`config.mk`:
```
export PLATFORM = sky130hd
export DESIGN_NAME = relu_drain
export DESIGN_NICKNAME = d
export VERILOG_FILES = /design/src/rtl/relu_drain.sv
export SDC_FILE = /design/constraint.sdc
export NUM_CORES = 1
export LEC_CHECK = 0
export CORE_MARGIN = 2
export CORE_UTILIZATION = 48
export CTS_CLUSTER_DIAMETER = 200
export DETAILED_ROUTE_END_ITERATION = 8
export PLACE_DENSITY = 0.81
export SLEW_MARGIN = 20
export SYNTH_ARGS = -nofsm -noshare
export SYNTH_HDL_FRONTEND = slang
export SYNTH_SLANG_ARGS = --single-unit
```
`constraint.sdc`:
```
create_clock -name clk -period 2.9 [get_ports clk]
set_clock_uncertainty 0.2 [all_clocks]
set_input_delay 0.58 -clock clk [delete_from_list [all_inputs] [get_ports clk]]
set_output_delay 0.58 -clock clk [all_outputs]
set_load 0.03 [all_outputs]
```
`src/rtl/relu_drain.sv`:
```
// relu_drain: captures a packed vector of signed node sums, applies
// ReLU + arithmetic right shift + unsigned saturation, streams one node per
// valid/ready transfer, and reports the argmax of the drained vector.
module relu_drain #(
    parameter int NODES = 2,
    parameter int SUM_W = 5,
    parameter int OUT_W = 4,
    parameter int SHIFT = 0,
    parameter int IDX_W = 1
) (
    input  logic                   clk,
    input  logic                   clr,
    input  logic [NODES*SUM_W-1:0] sumIn,
    input  logic                   load,
    output logic                   busy,
    output logic                   outValid,
    input  logic                   outReady,
    output logic [OUT_W-1:0]       outData,
    output logic [IDX_W-1:0]       outIndex,
    output logic                   outLast,
    output logic [IDX_W-1:0]       maxIndex,
    output logic                   maxValid
);

    typedef enum logic {IDLE, DRAIN} state_t;

    localparam logic [IDX_W-1:0] LAST_IDX = IDX_W'(NODES - 1);
    localparam logic [31:0]      OUT_MAX  = (32'd1 << OUT_W) - 32'd1;

    state_t           state;
    state_t           state_nxt;
    logic [SUM_W-1:0] bank [NODES];
    logic [IDX_W-1:0] index;
    logic [OUT_W-1:0] run_max;
    logic [IDX_W-1:0] run_idx;
    logic [OUT_W-1:0] act_cur;
    logic             is_last;
    logic             xfer;
    logic             accept;
    logic             new_max;

    // Negative sums clamp to zero; non-negative sums are shifted and then
    // saturated to the largest unsigned OUT_W value.
    function automatic logic [OUT_W-1:0] activate(input logic [SUM_W-1:0] v);
        logic [31:0] s;
        if (v[SUM_W-1]) begin
            return '0;
        end
        s = 32'(v) >> SHIFT;
        if (s > OUT_MAX) begin
            return OUT_MAX[OUT_W-1:0];
        end
        return s[OUT_W-1:0];
    endfunction

    // Handshake decode: a load is honoured when idle, or on the final
    // transfer so a new vector can follow back-to-back.
    always_comb begin
        act_cur = activate(bank[index]);
        is_last = (index == LAST_IDX);
        xfer    = (state == DRAIN) && outReady;
        accept  = load && ((state == IDLE) || (xfer && is_last));
        new_max = (act_cur > run_max);
    end

    // State register.
    always_ff @(posedge clk or posedge clr) begin
        if (clr) begin
            state <= IDLE;
        end else begin
            state <= state_nxt;
        end
    end

    // Next-state logic.
    always_comb begin
        state_nxt = state;
        case (state)
            IDLE: begin
                if (load) begin
                    state_nxt = DRAIN;
                end
            end
            DRAIN: begin
                if (accept) begin
                    state_nxt = DRAIN;
                end else if (xfer && is_last) begin
                    state_nxt = IDLE;
                end
            end
            default: state_nxt = IDLE;
        endcase
    end

    // Bank capture, stream index and running argmax tracking.
    always_ff @(posedge clk or posedge clr) begin
        if (clr) begin
            for (int i = 0; i < NODES; i++) begin
                bank[i] <= '0;
            end
            index    <= '0;
            run_max  <= '0;
            run_idx  <= '0;
            maxIndex <= '0;
            maxValid <= 1'b0;
        end else begin
            // The final node takes part in the argmax, so compare it here
            // rather than reading the running value one cycle late.
            if (xfer && is_last) begin
                maxIndex <= new_max ? index : run_idx;
                maxValid <= 1'b1;
            end
            if (accept) begin
                for (int i = 0; i < NODES; i++) begin
                    bank[i] <= sumIn[i*SUM_W +: SUM_W];
                end
                index    <= '0;
                run_max  <= '0;
                run_idx  <= '0;
                maxValid <= 1'b0;
            end else if (xfer) begin
                if (new_max) begin
                    run_max <= act_cur;
                    run_idx <= index;
                end
                index <= is_last ? '0 : index + 1'b1;
            end
        end
    end

    // Stream outputs depend only on registered state, never on outReady.
    always_comb begin
        busy     = (state == DRAIN);
        outValid = busy;
        outData  = busy ? act_cur : '0;
        outIndex = busy ? index : '0;
        outLast  = busy && is_last;
    end

endmodule

```
# Word level (Yosys, flattened, before mapping)
# Cells that the tools add are included.
[classes]
n_addsub = 1
magnitude_cmp = 3
muxes = 27
bitwise = 2
n_reduce_logical = 9
[ops]
columns = ["cell", "count"]
rows = [
  ["4-bit 2-to-1 mux", 8],
  ["1-bit 2-to-1 mux", 15],
  ["5-bit 2-to-1 mux", 3],
  ["2-bit nonzero test", 3],
  ["5-bit by 4-bit greater-than comparator with 1-bit output, second input constant", 1],
  ["4-bit greater-than comparator", 1],
  ["1-bit logical AND", 4],
  ["2-bit greater-or-equal comparator, second input constant", 1],
  ["1-bit inverter with 2-bit output", 1],
  ["1-bit one-hot mux with 2 select lines", 1],
  ["2-bit AND reduction", 1],
  ["1-bit adder, second input constant", 1],
  ["1-bit logical OR", 1],
  ["1-bit inverter", 1],
]
[totals]
ff_bits = 19
input_bits = 14
out_inout_bits = 10
elab_cells = 50

# Depth between registers and ports, before layout
# Gate-level depths: netlist of run 1.
[depth]
word_depth = 13
mapped_depth = 9
ltp_nobuf = 8

# Worst setup path before layout of run 1
# No wires, ideal clock.
[synth_timing]
path_type = "register -> register"
start = "register index"
end = "register run_idx"
setup_time_ps = 80
t_arrival_ps = 2032
t_required_ps = 2620
slack_ps = 588
stages_incl_launch_ff = 9
path_buffers = 1
period_less_slack_ps = 2312
cell_sequence = "dfrtp_1 -> buf_2 -> and2b_1 -> a22o_1 -> ha_1 -> nor2b_4 -> o211a_4 -> o2111ai_4 -> mux2i_1"
[synth_via]
elab_chain_len = 13
word_cells_on_any_way = 19
classes_between = "order compare: 2; mux: 12; bitwise: 1; reduce/logical: 4"
[synth_rtl]
columns = ["element", "line", "text"]
rows = [
  ["start: declaration", "33", "logic [IDX_W-1:0] index;"],
  ["start signal: assignment", "126", "index <= is_last ? '0 : index + 1'b1;"],
  ["1-bit inverter with 2-bit output (not written as such)", "59", "act_cur = activate(bank[index]);"],
  ["5-bit 2-to-1 mux (not written as such) (3 in a row)", "59", ""],
  ["5-bit by 4-bit greater-than comparator with 1-bit output", "50", "if (s > OUT_MAX) begin"],
  ["1-bit 2-to-1 mux", "50", ""],
  ["1-bit 2-to-1 mux", "49", "s = 32'(v) >> SHIFT;"],
  ["4-bit 2-to-1 mux", "53", "return s[OUT_W-1:0];"],
  ["4-bit 2-to-1 mux", "49", ""],
  ["4-bit greater-than comparator", "63", "new_max = (act_cur > run_max);"],
  ["1-bit 2-to-1 mux", "122", "if (new_max) begin"],
  ["1-bit 2-to-1 mux", "121", "end else if (xfer) begin"],
  ["1-bit 2-to-1 mux", "113", "if (accept) begin"],
  ["end signal: assignment", "124", "run_idx <= index;"],
  ["end: declaration", "35", "logic [IDX_W-1:0] run_idx;"],
]
# Parallel ways exist; a longest one is shown, timed or not. The select of a mux whose other input is x is not followed.
# A chain may end at the register's enable or synchronous reset.

# Worst setup path in the final report of run 1
[layout_timing]
start = "register state (netlist: busy)"
end = "output outLast"
[layout_via]
elab_chain_len = 1
[layout_rtl]
columns = ["element", "line", "text"]
rows = [
  ["start: declaration", "30", "state_t state;"],
  ["start signal: assignment", "71", "state <= state_nxt;"],
  ["1-bit logical AND", "137", "outLast = busy && is_last;"],
  ["end: declaration", "20", "output logic outLast,"],
]
# Every way passes these cells.

==> qor.csv, run 1 <==
metric;value;unit
number of synthesized flops with an enable pin;0;
ports placed on the boundary;24;
transition time at the pin with the least slew margin;0.696;ns
RSZ-0062 raised after global routing;no;
area added between synthesis and finish;24.6;%
core footprint;2000;sq um
CTS clk-pin slew, worst paths;0.10;ns
crit path max-delay cell type;sky130_fd_sc_hd__clkdlybuf4s50_1;
most area-consuming cells after synthesis;sky130_fd_sc_hd__dfrtp_1, sky130_fd_sc_hd__mux2_4, sky130_fd_sc_hd__ha_1, sky130_fd_sc_hd__mux2i_1, sky130_fd_sc_hd__nand2_1;
die outline area;2570;sq um
clock insertion delay at the later pin of the skew report;0.30;ns
antenna violations before repair;0;
port buffer count;23;
y dimension of the die;50.7;um
effective utilization at floorplan;0.522;
Async S/R FF share, synth;1.00;
post-synthesis share of cell area spent on and, or, nand and nor gates;0.134;
combined global-route utilization of all metal layers;0.168;
cts-stage hold buffer count;0;
dominant combinational cell family by area after synthesis;multiplexers;
share of synthesized area spent on multiplexers;0.188;
gpl congestion;0.742;
setup fix buffers added after clock tree synthesis;0;
tightest hold margin;0.287;ns
critical path fanouts, max;13;
number of slew-limit violations in the final report;0;
Max-slew headroom;0.535;
kind of launch point of the worst setup path;flip-flop;
maximum level of the CTS H-tree;1;
via/cell ratio;5.10;
unique cell type count in the Yosys netlist;27;
complex-gate fraction of the synthesized area;0.117;
arithmetic-cell share of the synthesized area counting full adders, half adders and majority gates;0.0478;
Most used DFF post-synth;sky130_fd_sc_hd__dfrtp_1;
horizontal die dimension;50.7;um
status;completed;
net count after synthesis;107;
Syn Inst Count;89;
Worst Path Arrival;1.77;ns
violation count after the first detailed-route iteration;0;
DRT Wirelength;1810;um
final number of hold-violating endpoints;0;
sequential element share of the synthesized area;0.455;
Worst Path Class, Setup;flip-flop to primary output;
share of the synthesized area in the top cell type;0.455;
xor/xnor share of the synthesized area;0;
Core Rows;16;
Yosys warning total;0;
Post-route DRC;0;
wire length of the first global-routing pass;3150;um
peak clock frequency supported by timing;0.392;GHz
final worst slack;0.349;ns
Pwr Total;1.57;mW
CP Capture Type;primary output;
clock tree from TritonCTS;yes;
most numerous cell types in the synthesized netlist;sky130_fd_sc_hd__dfrtp_1, sky130_fd_sc_hd__nand2_1, sky130_fd_sc_hd__mux2_4;
clock buffer depth;2;
total global routing overflow;0;
cell with the most instances after synthesis;sky130_fd_sc_hd__dfrtp_1;
Clock Sinks;19;
synthesized area per cell;11.8;sq um
number of antenna-violating nets in the routed design;0;
required arrival time at the worst endpoint;2.12;ns
leakage power;0.680;nW
worst setup slack before clock tree synthesis;0.386;ns
post-detailed-route wirelength per cell;13.2;um
share of the clock period used by the worst path;0.880;
nets@finish;129;
number of buffers inserted during clock tree synthesis;3;
CP cell instances;and2_1, clkdlybuf4s50_1;
DR pass1 iterations;1;
synthesis-stage register bit count;19;
delay of the slowest critical-path stage;0.68;ns
type of the worst min-delay path;flip-flop to flip-flop;
clock period minus final worst setup slack;2.55;ns
power per unit of standard cell area;1200;nW/um^2
total setup violations reported at the end of the flow;0;
fraction of layout instances using a drive strength above 1;0.155;
diode count;0;
setup tns final;0;ns
maximum ir drop on the vdd rail;0.653;mV
HPWL Detailed;1420;um
via count of the routed design;699;
largest net degree at the start of global routing;22;
library cell occupying the most area in the post-synthesis netlist;sky130_fd_sc_hd__dfrtp_1;
Cell Area, Synth;1050;sq um
clk root buf;sky130_fd_sc_hd__clkbuf_4;
number of maximum-capacitance violations;0;
vias in the first global route;739;
==> state kept, by name (all words and copies together) (netlist names) <==
signal / flops
maxIndex: 1
run_max: 4
bank: 10
run_idx: 1
busy: 1
maxValid: 1
index: 1
==> path summary, 6_finish.rpt <==
path / start / end / slack (ns) / cells after the start
worst max-delay path: busy / outLast / 0.35 / 2
worst min-delay path: maxValid / maxValid / 0.29 / 2
worst max register to register: index / run_max[3] / 0.43 / 7
worst min register to register: maxValid / maxValid / 0.29 / 2
max in group asynchronous: clr / busy / 1.58 / 2
min in group asynchronous: clr / bank[2] / 0.48 / 2
==> where the power goes <==
group | switching (mW) | total [mW] | internal, mW
registers | 0.0861 | 0.475 | 0.389
clock network | 0.0793 | 0.133 | 0.0536
logic | 0.470 | 0.961 | 0.492
total | 0.635 | 1.57 | 0.934
==> logic make-up (layout without fill, tap and decap cells) <==
group,after synthesis,in the layout
AND/OR/NAND/NOR,27,27
flip-flops,19,19
multiplexers,15,15
AO/OA/AOI/OAI,13,13
buffers and inverters,11,32
adder cells (fa/ha/maj),4,4
==> critical path, delay by kind of cell (launching register included) <==
kind / cells / cell delay, ns
buffers and inverters: 1 / 0.68
and+or+nand+nor: 1 / 0.21
DFF: 1 / 0.59
==> through the flow <==
stage               instance area, sq um  instances   util
finish                              1300        137  0.651
global route                        1300        137  0.651
CTS                                 1290        137  0.646
detailed placement                  1270        133  0.633
global placement                    1270        133  0.633
floorplan                           1050         89      -
==> cells in the final DEF, fill, tap and decap left out, types with 2 or more instances in the layout <==
master,n
sky130_fd_sc_hd__and2_1,5
sky130_fd_sc_hd__inv_1,5
sky130_fd_sc_hd__clkdlybuf4s50_1,19
sky130_fd_sc_hd__clkbuf_4,3
sky130_fd_sc_hd__a22o_1,4
sky130_fd_sc_hd__nand3_1,2
sky130_fd_sc_hd__nand2_1,12
sky130_fd_sc_hd__ha_1,4
sky130_fd_sc_hd__mux2_4,9
sky130_fd_sc_hd__mux2i_1,5
sky130_fd_sc_hd__o21ai_0,3
sky130_fd_sc_hd__dfrtp_1,19
sky130_fd_sc_hd__nand2b_1,2
sky130_fd_sc_hd__nor2_1,2
sky130_fd_sc_hd__dlymetal6s2s_1,4
==> final cells by class <==
cell class              count  area (sq um)
fillers                   157           698
multi-input cells          59           509
flip-flops and latches     19           475
repair buffers             23           240
well taps                  27          33.8
clock buffers               4          26.3
inverters                   5          18.8
==> metal layers <==
| metal | global-route usage | vias to the layer above | part of all wire |
|---|---|---|---|
| li1 | - | 345 | - |
| met1 | 0.180 | 332 | 0.41 |
| met3 | 0.0387 | 5 | 0.041 |
| met4 | 0.104 | 0 | 0.024 |
| met5 | 0 | - | 0 |
| met2 | 0.298 | 17 | 0.53 |
==> timing repair <==
item | CTS | global route
resized for setup | 0 | 4
hold endpoints to repair | 0 | 0
setup endpoints to repair | 0 | 4
No activity file was read; power rests on OpenSTA's default activity.
==> run 2, diff against run 1 <==
- CORE_MARGIN: 2 -> 1.5
==> run 2 against run 1 <==
Net effect: first-iteration DRC count rose by 9; design area did not move; register-to-register slack got worse by 0.04 ns; final cell count did not move; clock power barely moved; global-route usage rose by 0.55 points; highest routed layer unchanged; worst setup slack got worse by 0.035 ns; count of clock-buffer cells in the layout did not move; critical path depth rose by 2.
==> qor.csv, run 2 (synthesis gave the netlist of run 1 again) <==
metric;value;unit;change
horizontal die dimension;49.7;um;-2.0%
gpl congestion;0.775;;+4.5%
number of antenna-violating nets in the routed design;0;;unchanged
clock buffer depth;2;;unchanged
instance count after placement with tap cells included;133;;unchanged
violation count after the first detailed-route iteration;9;;+9
maximum level of the CTS H-tree;1;;unchanged
die outline area;2470;sq um;-3.9%
Pwr Total;1.58;mW;+0.66%
transition time at the pin with the least slew margin;0.706;ns;+0.0101 ns
via count of the routed design;712;;+1.9%
clock tree from TritonCTS;yes;;
port buffer count;23;;unchanged
nets@finish;129;;unchanged
maximum ir drop on the vdd rail;0.619;mV;-5.1%
final cell count without fillers;137;;unchanged
Register-to-Register Setup Slack;0.39;ns;-0.04 ns
clk root buf;sky130_fd_sc_hd__clkbuf_4;;
Worst Path Arrival;1.81;ns;+0.04 ns
DRT Wirelength;1850;um;+2.1%
fraction of layout instances using a drive strength above 1;0.173;;+0.0182
Most flops, register;bank;;
CP Capture Type;primary output;;
Clock Sinks;19;;unchanged
total global routing overflow;0;;unchanged
core footprint;2000;sq um;unchanged
R2R Path Start;index;;
status;completed;;
clock period minus final worst setup slack;2.59;ns;+0.0347 ns
kind of launch point of the worst setup path;flip-flop;;
total setup violations reported at the end of the flow;0;;unchanged
number of buffers inserted during clock tree synthesis;3;;unchanged
number of maximum-capacitance violations;0;;unchanged
biggest regs;bank: 10 flops, run_max: 4 flops;;
peak clock frequency supported by timing;0.387;GHz;-1.3%
area added between synthesis and finish;24.6;%;unchanged
HPWL Detailed;1420;um;-0.34%
via/cell ratio;5.20;;+1.9%
setup fix buffers added after clock tree synthesis;0;;unchanged
final number of hold-violating endpoints;0;;unchanged
y dimension of the die;49.7;um;-2.0%
share of the clock period used by the worst path;0.891;;+0.0120
power per unit of standard cell area;1210;nW/um^2;+0.66%
antenna violations before repair;0;;unchanged
worst setup path start;index;;
ports placed on the boundary;24;;unchanged
required arrival time at the worst endpoint;2.12;ns;about the same
number of slew-limit violations in the final report;0;;unchanged
Core Rows;16;;unchanged
leakage power;0.667;nW;-1.9%
clock insertion delay at the later pin of the skew report;0.30;ns;about the same
wire length of the first global-routing pass;3240;um;+2.9%
most common cell after layout, fill and taps aside;sky130_fd_sc_hd__clkdlybuf4s50_1;;
type of the worst min-delay path;flip-flop to flip-flop;;
most frequent cells in the layout;sky130_fd_sc_hd__clkdlybuf4s50_1, sky130_fd_sc_hd__dfrtp_1, sky130_fd_sc_hd__nand2_1, sky130_fd_sc_hd__mux2_4;;
vias in the first global route;740;;+0.14%
post-detailed-route wirelength per cell;13.5;um;+2.1%
Post-route DRC;0;;unchanged
combined global-route utilization of all metal layers;0.174;;+0.00551
CTS clk-pin slew, worst paths;0.11;ns;about the same
largest net degree at the start of global routing;22;;unchanged
effective utilization at floorplan;0.522;;unchanged
DR pass1 iterations;4;;+3
critical path fanouts, max;9;;-4
Final Util;0.651;;unchanged
Max-slew headroom;0.529;;-0.00675
diode count;0;;unchanged
max FFs per register;10;;unchanged
setup tns final;0;ns;unchanged
start point of the worst min-delay path;maxValid;;
Worst Path Class, Setup;flip-flop to primary output;;
RSZ-0062 raised after global routing;no;;
-- run 2: worst paths after layout --
kind	endpoint	depth (start not counted)
max	outData[1]	4
min	maxValid	2
max reg2reg	run_max[0]	7
min reg2reg	maxValid	2
max in group asynchronous	index	2
min in group asynchronous	bank[6]	2
-- run 2: per-layer routing --
metal  up-vias  wire (um)  GRT usage
li1        347          -          -
met2        13        948      0.291
met3         4         56     0.0636
met1       348        818      0.206
met5         -          0          0
met4         0         25     0.0556
-- run 2: layout make-up --
| type | instances | area, sq um |
|---|---|---|
| clock buffers | 4 | 26.3 |
| multi-input cells | 59 | 512 |
| fillers | 166 | 698 |
| repair buffers | 23 | 236 |
| flip-flops and latches | 19 | 477 |
| inverters | 5 | 18.8 |
| well taps | 27 | 33.8 |
-- run 2: stage by stage --
step,instance area (sq um),hold WS [ns],setup slack (ns)
global placement,1270,0.264,0.418
floorplan,1050,0.274,0.588
CTS,1290,0.297,0.00655
detailed placement,1270,0.271,0.356
global route,1300,0.344,0.207
finish,1300,0.292,0.315
-- run 2: where the power goes --
| group | switching (mW) | internal (mW) |
|---|---|---|
| registers | 0.0935 | 0.390 |
| clock network | 0.0819 | 0.0536 |
| logic | 0.472 | 0.488 |
-- run 2: what timing repair did --
action / CTS / global route
gates resized for setup: 1 / 5
hold buffers: 0 / 0
endpoints found under the setup margin: 1 / 3
endpoints found under the hold margin: 0 / 0
-- run 2: critical path: stages, from the launching register on --
cell	delay [ns]
sky130_fd_sc_hd__dfrtp_2	0.48
sky130_fd_sc_hd__and2b_1	0.23
sky130_fd_sc_hd__a22o_1	0.28
sky130_fd_sc_hd__and2_1	0.16
sky130_fd_sc_hd__dlygate4sd2_1	0.35
